### config.mk
export PLATFORM = sky130hd
export DESIGN_NAME = lcd_fifo_rd_sched
export DESIGN_NICKNAME = d
export VERILOG_FILES = /design/src/rtl/lcd_fifo_rd_sched.sv
export SDC_FILE = /design/constraint.sdc
export NUM_CORES = 1
export LEC_CHECK = 0
export ABC_CLOCK_PERIOD_IN_PS = 5100
export CAP_MARGIN = 0
export CELL_PAD_IN_SITES_DETAIL_PLACEMENT = 1
export CELL_PAD_IN_SITES_GLOBAL_PLACEMENT = 1
export CORE_MARGIN = 2
export CORE_UTILIZATION = 35
export CTS_CLUSTER_DIAMETER = 100
export CTS_CLUSTER_SIZE = 24
export DETAILED_ROUTE_END_ITERATION = 8
export PLACE_DENSITY_LB_ADDON = 0.12
export SYNTH_ARGS = -nofsm -noshare
export SYNTH_HDL_FRONTEND = slang
export SYNTH_SLANG_ARGS = --single-unit
### constraint.sdc
create_clock -name rd_clk -period 5.1 [get_ports rd_clk]
set_input_delay 0.51 -clock rd_clk [delete_from_list [all_inputs] [get_ports rd_clk]]
set_output_delay 0.51 -clock rd_clk [all_outputs]
set_load 0.05 [all_outputs]
### src/rtl/lcd_fifo_rd_sched.sv
// LCD read-side scheduler: raster timing generator plus FWFT FIFO pop control
// in the pixel clock domain. It pops one word per active pixel, substitutes
// UF_COLOR on underflow and tracks underflow events.
module lcd_fifo_rd_sched #(
    parameter int DATA_W   = 32,
    parameter int H_SYNC   = 10,
    parameter int H_BP     = 20,
    parameter int H_ACTIVE = 480,
    parameter int H_FP     = 10,
    parameter int V_SYNC   = 2,
    parameter int V_BP     = 10,
    parameter int V_ACTIVE = 272,
    parameter int V_FP     = 4,
    parameter logic [DATA_W-1:0] UF_COLOR = '0
) (
    input  logic              rd_clk,
    input  logic              rd_rst,
    input  logic              enable,
    input  logic [DATA_W-1:0] fifo_rd_data,
    input  logic              fifo_rd_vld,
    output logic              fifo_rd_en,
    output logic              lcd_hs,
    output logic              lcd_vs,
    output logic              lcd_de,
    output logic [DATA_W-1:0] lcd_data,
    output logic              frame_start,
    input  logic              uf_clr,
    output logic              uf_flag,
    output logic [15:0]       uf_cnt,
    output logic              busy
);

    localparam int H_TOTAL = H_SYNC + H_BP + H_ACTIVE + H_FP;
    localparam int V_TOTAL = V_SYNC + V_BP + V_ACTIVE + V_FP;
    localparam int HW      = (H_TOTAL > 1) ? $clog2(H_TOTAL) : 1;
    localparam int VW      = (V_TOTAL > 1) ? $clog2(V_TOTAL) : 1;

    // Region edges kept as int so an edge equal to the total (zero front
    // porch) is not truncated by the narrow counter width.
    localparam int H_A0 = H_SYNC + H_BP;
    localparam int H_A1 = H_A0 + H_ACTIVE;
    localparam int V_A0 = V_SYNC + V_BP;
    localparam int V_A1 = V_A0 + V_ACTIVE;

    localparam logic [HW-1:0] H_LAST = HW'(H_TOTAL - 1);
    localparam logic [VW-1:0] V_LAST = VW'(V_TOTAL - 1);

    typedef enum logic [1:0] {
        S_IDLE = 2'd0,
        S_FILL = 2'd1,
        S_RUN  = 2'd2
    } state_t;

    state_t            r_state;
    state_t            w_nxt;
    logic              w_run;
    logic              w_busy;

    logic [HW-1:0]     r_h_cnt;
    logic [VW-1:0]     r_v_cnt;
    logic [31:0]       w_h32;
    logic [31:0]       w_v32;
    logic              w_last_h;
    logic              w_last_v;
    logic              w_h_sync;
    logic              w_v_sync;
    logic              w_h_act;
    logic              w_v_act;
    logic              w_act;
    logic              w_origin;

    logic              r_hs;
    logic              r_vs;
    logic              r_de;
    logic [DATA_W-1:0] r_data;
    logic              r_fs;
    logic              r_uf_flag;
    logic [15:0]       r_uf_cnt;

    assign w_h32    = 32'(r_h_cnt);
    assign w_v32    = 32'(r_v_cnt);
    assign w_last_h = (r_h_cnt == H_LAST);
    assign w_last_v = (r_v_cnt == V_LAST);
    assign w_h_sync = (w_h32 < H_SYNC);
    assign w_v_sync = (w_v32 < V_SYNC);
    assign w_h_act  = (w_h32 >= H_A0) && (w_h32 < H_A1);
    assign w_v_act  = (w_v32 >= V_A0) && (w_v32 < V_A1);
    assign w_act    = w_run & w_h_act & w_v_act;
    assign w_origin = w_run && (r_h_cnt == '0) && (r_v_cnt == '0);

    // Pop is combinational so the FWFT head is consumed in the same cycle
    // the pixel position is scanned.
    assign fifo_rd_en  = w_act;
    assign lcd_hs      = r_hs;
    assign lcd_vs      = r_vs;
    assign lcd_de      = r_de;
    assign lcd_data    = r_data;
    assign frame_start = r_fs;
    assign uf_flag     = r_uf_flag;
    assign uf_cnt      = r_uf_cnt;
    assign busy        = w_busy;

    // State register
    always_ff @(posedge rd_clk or posedge rd_rst) begin
        if (rd_rst) r_state <= S_IDLE;
        else        r_state <= w_nxt;
    end

    // Next-state: a frame, once started, always runs to its last count
    always_comb begin
        w_nxt = r_state;
        case (r_state)
            S_IDLE: if (enable) w_nxt = S_FILL;
            S_FILL: begin
                if (fifo_rd_vld)  w_nxt = S_RUN;
                else if (!enable) w_nxt = S_IDLE;
            end
            S_RUN:  if (w_last_h && w_last_v && !enable) w_nxt = S_IDLE;
            default: w_nxt = S_IDLE;
        endcase
    end

    // State-decoded outputs
    always_comb begin
        w_run  = (r_state == S_RUN);
        w_busy = (r_state != S_IDLE);
    end

    // Raster counters: held at the origin outside RUN, free-running inside
    always_ff @(posedge rd_clk or posedge rd_rst) begin
        if (rd_rst) begin
            r_h_cnt <= '0;
            r_v_cnt <= '0;
        end else if (!w_run) begin
            r_h_cnt <= '0;
            r_v_cnt <= '0;
        end else if (w_last_h) begin
            r_h_cnt <= '0;
            r_v_cnt <= w_last_v ? '0 : r_v_cnt + VW'(1);
        end else begin
            r_h_cnt <= r_h_cnt + HW'(1);
        end
    end

    // Registered LCD outputs, one cycle behind the counters
    always_ff @(posedge rd_clk or posedge rd_rst) begin
        if (rd_rst) begin
            r_hs   <= 1'b1;
            r_vs   <= 1'b1;
            r_de   <= 1'b0;
            r_data <= '0;
            r_fs   <= 1'b0;
        end else begin
            r_hs <= ~(w_run & w_h_sync);
            r_vs <= ~(w_run & w_v_sync);
            r_de <= w_act;
            r_fs <= w_origin;
            if (!w_act)          r_data <= '0;
            else if (fifo_rd_vld) r_data <= fifo_rd_data;
            else                 r_data <= UF_COLOR;
        end
    end

    // Underflow tracking; a same-cycle clear discards the new event
    always_ff @(posedge rd_clk or posedge rd_rst) begin
        if (rd_rst) begin
            r_uf_flag <= 1'b0;
            r_uf_cnt  <= '0;
        end else if (uf_clr) begin
            r_uf_flag <= 1'b0;
            r_uf_cnt  <= '0;
        end else if (w_act && !fifo_rd_vld) begin
            r_uf_flag <= 1'b1;
            if (r_uf_cnt != 16'hFFFF) r_uf_cnt <= r_uf_cnt + 16'd1;
        end
    end

endmodule

==> impl_summary.md, run 1 <==
Clocking
The root buffer selected by CTS is clkbuf_8. TritonCTS built the clock tree. Counting along the longest clock path gives a buffer depth of 2.

For this design, the sink count on the clock tree is 74. The post-cts repair resize count is 0. The number of H-tree levels is 3. The quantity of hold-fixing buffers added after cts is 0. The post-CTS clock slew at the launch and capture registers of the worst setup and hold paths is 80 ps. The clock reaches the later pin of the worst-skew pair after between 300 and 400 ps. Buffers inserted during clock tree synthesis total 9.

The number of setup buffers added after CTS is 0.

Global route
The total overflow reported by the global router is 0. The wire length of the first global-routing pass is 13900 um. The initial antenna violation count is 0. The via count of the first global-routing pass is between 2000 and 3000. The global-route usage over all layers is 17.5%. Entering global routing, the biggest net connects 47 pins.

Synth
During synthesis, Yosys emitted a total of 0 warnings. The net count of the mapped netlist is 350. Counting flops with a built-in enable in the synthesized netlist gives 0. The cell area after synthesis is 0.00328 sq mm. The post-synthesis compound-gate area fraction is under 10%. In the synthesized netlist the dominant register cell turns out to be dfrtp_1. The post-synthesis sequential area ratio is around 57%. The number of distinct library cells after synthesis is 42. By area, the combinational part of the netlist is dominated by simple AND/OR/NAND/NOR gates. The multiplexer area fraction after synthesis is 1.72%. After synthesis, the mean cell area works out to 10.6 sq um. Of all flip-flops after synthesis, the portion carrying an async set or reset was 100%.

The synthesized netlist devotes 1.91% of its cell area to adder and majority cells. The portion of synthesized cell area occupied by the leading cell type is 55.0%. After technology mapping, the gate count stands at roughly 310. By area the synthesized netlist is led by dfrtp_1, and3_1, nor2_1.

The post-synthesis share of cell area spent on and, or, nand and nor gates is 24.9%. The xor and xnor fraction of the mapped netlist area is 3.21%. The cell taking the most area after synthesis is dfrtp_1. Counting flops and latches in the post-synthesis netlist gives 74.

Layout
The share of final-layout standard cells stronger than drive strength 1 is 9.23%. The repair_antennas step left the layout with diodes totalling 0. Leaving out fill and tap cells, the most frequent cell in the layout is clkdlybuf4s50_1. The library cells used most frequently in the layout, excluding fill and tap cells, are clkdlybuf4s50_1, dfrtp_1, and3_1. The net count of the finished layout is roughly 440.

The synthesis-to-finish area growth is 36.4%. The layout has 1024 filler cells. Cells fill between 40% and 50% of the core in the end.

Floorplan
The floorplan step defined a die boundary enclosing 0.0102 sq mm. For this configuration, the core starts out at a cell density of 35.8%. The number of primary I/O pins is 92. In this run the core area contains 35 standard-cell rows. The die is 101 um wide. The core area is 0.00915 sq mm.

The die span in y is 101 um.

Drt
The detailed router placed between 2000 and 3000 vias in this run. The average wire per cell in the routed design is 16.6 um. The mean number of vias per cell is 5.13.

The first detailed-routing pass took 4 iterations. The antenna violation net count after detailed routing is 0. The DRC violations left is 0.

The DRC violation total after the first TritonRoute iteration is 98. After detailed routing, the total wire length is between 8000 and 9000 um.

STA
The count of pins over their slew limit is 0. The transition time at the pin with the least slew margin is 797 ps. The headroom to the max-slew limit is 46.7%.

On the final layout, the worst hold slack is between 400 and 500 ps. Subtracting the final worst setup slack from the clock period gives 3340 ps. The clock skew is between 9 and 10 ps. The share of the cycle needed by the critical path after routing is about two thirds. The final hold violation count is 0. Setup violations remaining at the end of the flow were counted as 0. Setup repair after global routing left no endpoint under its margin. After routing, the total negative slack on setup checks comes to 0 ps.

The peak clock frequency supported by timing is 300 MHz.

Placed design
The placer's final routability congestion estimate is 0.767. The total half-perimeter wirelength after legalization and detailed placement is between 5000 and 6000 um. The port buffer count is 91.

Power and ir drop
IR analysis of the VDD net gives a maximum drop of between 0.1 and 0.15 mV. Power comes to roughly 1.3 mW. The reported leakage power is 1.98 nW. The power density of the placed cells is 291 mW/mm^2.

Worst setup path
The depth of the most critical reg-to-reg path is 6. The largest fanout on the critical path is 34. The kind of start point of the critical path is a flop. The critical path endpoint category is an output port. Data on the critical path is required at its endpoint by 4590 ps. At the worst endpoint, the arrival time is 2830 ps.

The start-to-end type of the worst setup path is flop to output port. In this run the register-to-register setup slack is 2810 ps.

Hold path
In this run the worst hold path is classified as flop to flop. The cell depth of the worst hold path is 1.

Outcome
The flow ran to the end, and the final reports show no timing, DRC or antenna violations.

Flow run
The tool flagged a number of max-cap violations equal to 0.
[cell type report]
type / instances / area [sq um] / area share, %
clock buffers: 11 / 141 / 3.16
clock inverters: 5 / 60.1 / 1.34
inverters: 11 / 41.3 / 0.924
multi-input cells: 205 / 1290 / 28.9
flip-flops and latches: 74 / 1850 / 41.5
well taps: 111 / 139 / 3.11
repair buffers: 95 / 941 / 21.0
[state kept, by name (all words and copies together), names as in the netlist]
name and cells:
lcd_data 32, r_state 2, lcd_hs 1, uf_cnt 16
r_h_cnt 10, uf_flag 1, lcd_vs 1, lcd_de 1
r_v_cnt 9, frame_start 1
[per-stage QoR]
| step | cells | worst slack, ps | instance area, sq um |
|---|---|---|---|
| finish | 512 | 1760 | 4470 |
| global route | 512 | 1630 | 4470 |
| CTS | 512 | 1760 | 4470 |
| detailed placement | 496 | 2130 | 4270 |
| global placement | 496 | 2160 | 4270 |
| floorplan | 308 | 2710 | 3280 |
[synth_stat cells, drive strengths merged, types with 6 or more instances]
cell type,number
dfrtp,72
nand3,13
and3,34
xor2,7
o31ai,8
or3,6
nand2,14
o21ai,12
or4,9
nand4,11
nor2,29
a21oi,15
clkbuf,13
inv,11
[layer usage]
metal | share of wire (%) | GRT usage, %
met2 | 52 | 29.8
met1 | 45 | 22.9
met3 | 2.3 | 2.50
met5 | 0 | 0
met4 | 1.2 | 5.69
[path summary, 6_finish.rpt]
| kind | startpoint | to |
|---|---|---|
| worst max-delay path | r_h_cnt[6]$_DFF_PP0_ | fifo_rd_en |
| worst min-delay path | r_state[1]$_DFFE_PP0P_ | r_state[0]$_DFFE_PP0P_ |
| worst max register to register | uf_cnt[0]$_DFFE_PP0P_ | uf_cnt[8]$_DFFE_PP0P_ |
| worst min register to register | r_state[1]$_DFFE_PP0P_ | r_state[0]$_DFFE_PP0P_ |
| max in group asynchronous | rd_rst | r_h_cnt[1]$_DFF_PP0_ |
| min in group asynchronous | rd_rst | lcd_de$_DFF_PP0_ |
[logic make-up after synthesis]
kind of cell	count (synthesis)
xor+xnor	12
flops	74
compound gates	41
simple gates	142
fa+ha+maj	5
buf+inv	29
mux	5
[power by group]
group / switching, mW / internal (mW)
Sequential: 0.0468 / 0.618
Combinational: 0.0841 / 0.0811
Clock: 0.228 / 0.242
Total: 0.359 / 0.941
[critical path, cell delays in order, from the launching register on]
cell	delay, ps
dfrtp_1	430
or4_4	590
mux2_2	300
and4_1	190
buf_4	220
clkdlybuf4s50_1	740
Power figures use the tool's default switching activity.
==> inputs of run 2 (changes only) <==
Settings changed: ABC_CLOCK_PERIOD_IN_PS 5100 to 3150.
Clock period 5.1 ns to 3.15 ns, I/O delays scaled along.
==> run 2 against run 1 <==
Via count rose by 0.80%. Clock power rose by 62%. Register-to-register slack got worse by 2000 ps. Clock-buffer cell count fell by 2. Worst hold slack got worse by 160 ps. First-iteration DRC count fell by 12%. Highest routed layer unchanged. Critical endpoint unchanged. Worst setup slack got worse by 1400 ps. Global-route usage rose by 0.32 points. Clock skew barely moved.
==> impl_summary.md, run 2 (synthesis gave the netlist of run 1 again) <==
STA
Based on the critical path, the design can be clocked at up to 355 MHz. The transition time at the pin with the least slew margin is 774 ps (was 797 ps). The worst path in the final design needs a cycle of 2810 ps, including I/O delays and setup. The count of pins over their slew limit is 0 (unchanged). Unrepaired setup endpoints after global routing: false (unchanged).

The number of setup violations in the final report is 0 (unchanged). The final hold violation count is 0 (unchanged). The final worst hold slack is 321 ps (was 482 ps). The final critical path takes up 89.3% of the cycle. The headroom to the max-slew limit is 48.2% (was 46.7%).

The clock skew was 9.86 ps (was 9.50 ps). The setup TNS after final layout came to 0 ps (unchanged).

Layout
The leading cell type in the layout, fill and taps excluded is clkdlybuf4s50_1 (unchanged). The synthesis-to-finish area growth came to 37.0% (was 36.4%). The antenna diode count is 0 (unchanged). The filler cell count in the final layout is 1003 (was 1024). The flip-flop count of the largest register after layout is 32 (unchanged).

Most used cells in the layout excluding fill and tap cells: clkdlybuf4s50_1, dfrtp_1, and3_1 (unchanged). The net count of the finished layout is 439 (was 438). The share of final-layout standard cells stronger than drive strength 1 came to 9.95% (was 9.23%). The count of non-filler cells in the finished layout was 513 (was 512).

Worst setup path
The largest fanout on the critical path is 26 (was 34). The cell family with the largest share of critical-path delay is simple AND/OR/NAND/NOR gates (was buffers and inverters). The critical path endpoint category is an output port (unchanged). The data arrival time of the critical path is 2500 ps (was 2830 ps). The cell with the largest stage delay on the worst path is and4_1 (was clkdlybuf4s50_1). The number of buffer and inverter stages on the critical path is 1 (was 2). The start-to-end type of the worst setup path is flop to output port (unchanged). The kind of start point of the critical path is a flop (unchanged). Critical Path, Cell by Cell: nor3_1, a21bo_2, and4_1, buf_4 (was or4_4, mux2_2, and4_1, buf_4, clkdlybuf4s50_1).

The critical path's largest stage delay is 690 ps (was 740 ps). The data required time at the worst endpoint is 2830 ps (was 4590 ps).

Power and ir drop
The worst supply voltage drop on vdd is 0.198 mV (was 0.133 mV). The reported leakage power is 2.00 nW (was 1.98 nW). The power density of the placed cells came to 469 mW/mm^2 (was 291 mW/mm^2).

Placed design
The cell count after placement is 497 (was 496). The placer's final routability congestion estimate came to 0.772 (was 0.767). The port buffer count is 91 (unchanged). The total half-perimeter wirelength after legalization and detailed placement is 6030 um (was 5860 um).

Clocking
The post-cts repair resize count is 0 (unchanged). The quantity of hold-fixing buffers added after cts is 0 (unchanged). The total CTS buffers is 9 (unchanged). The number of sinks on the clock net is 74 (unchanged). The clock network latency to the later pin of the worst-skew pair is 350 ps (was 340 ps). The maximum clock insertion buffer count is 2 (unchanged).

The number of H-tree levels is 3 (unchanged). The root buffer selected by CTS was clkbuf_8 (unchanged). The post-CTS clock slew at the launch and capture registers of the worst setup and hold paths is 90 ps (was 80 ps). The buffer count from post-CTS setup fixing is 0 (unchanged).

The clock tree from TritonCTS is yes (unchanged).

Floorplan
The floorplan die area is 0.0102 sq mm (unchanged). The initial cell density of the core came to 35.8% (unchanged). The number of primary I/O pins is 92 (unchanged). The core area is 0.00915 sq mm (unchanged).

The number of rows created at floorplan is 35 (unchanged). The die width came to 101 um (unchanged). The die span in y is 101 um (unchanged).

Global route
The maximum number of pins on one net before global-route repair is 52 (was 47). The via count of the first global-routing pass is 2772 (was 2671). The global-route usage over all layers is 17.8% (was 17.5%). The initial antenna violation count is 0 (unchanged).

The wire length of the first global-routing pass is 14100 um (was 13900 um). The total overflow reported by the global router is 0 (unchanged).

Drt
The mean number of vias per cell is 5.16 (was 5.13). The average wire per cell in the routed design is 16.5 um (was 16.6 um). The routed via count is 2647 (was 2626).

The number of search-and-repair iterations in the first detailed-routing pass is 4 (unchanged). The total wirelength of the detailed-routed design is 8480 um (was 8510 um). The antenna violation net count after detailed routing came to 0 (unchanged). The DRC violations left is 0 (unchanged). The DRC violation total after the first TritonRoute iteration came to 86 (was 98).

Flow run
The count of max-cap constraint violations came to 0 (unchanged).

Hold path
The class of the worst hold path is primary input to asynchronous set/reset pin (was flop to flop).

Outcome
Run status: completed (unchanged).
[run 2: layer usage]
layer / GRT usage, % / part of all wire (%) / up-vias
met5: 0 / 0 / -
met4: 7.38 / 1.3 / 0
met3: 3.05 / 2.5 / 8
met2: 30.7 / 54 / 39
met1: 22.1 / 42 / 1331
li1: - / - / 1269
[run 2: final cells by class]
type	count	area, sq um	share of cell area (%)
clock inverters	7	77.6	1.73
flip-flops and latches	74	1850	41.3
repair buffers	96	958	21.4
clock buffers	9	124	2.76
well taps	111	139	3.09
multi-input cells	205	1290	28.8
inverters	11	41.3	0.920
[run 2: per-stage QoR]
stage               setup WS (ps)  cell area [sq um]  util [%]  power, mW
detailed placement            698               4290      46.8       1.36
global placement              795               4290      46.8       1.35
CTS                           302               4490      49.0       2.13
floorplan                     804               3280         -       1.26
finish                        336               4490      49.0       2.10
global route                  157               4490      49.0       2.22
[run 2: path summary, 6_finish.rpt]
check	from	to	slack [ps]	depth (start not counted)
max	r_v_cnt[5]$_DFFE_PP0P_	fifo_rd_en	340	4
min	rd_rst	uf_cnt[6]$_DFFE_PP0P_	320	2
max reg2reg	r_h_cnt[6]$_DFF_PP0_	lcd_data[10]$_DFF_PP0_	810	5
min reg2reg	r_state[1]$_DFFE_PP0P_	r_state[0]$_DFFE_PP0P_	490	1
max in group asynchronous	rd_rst	r_h_cnt[2]$_DFF_PP0_	2150	3
min in group rd_clk	r_state[1]$_DFFE_PP0P_	r_state[0]$_DFFE_PP0P_	490	1
[run 2: where the power goes]
group	switching, mW	internal (mW)	leakage, nW
combinational	0.129	0.133	0.887
clock	0.388	0.374	0.105
sequential	0.0796	1.00	1.01
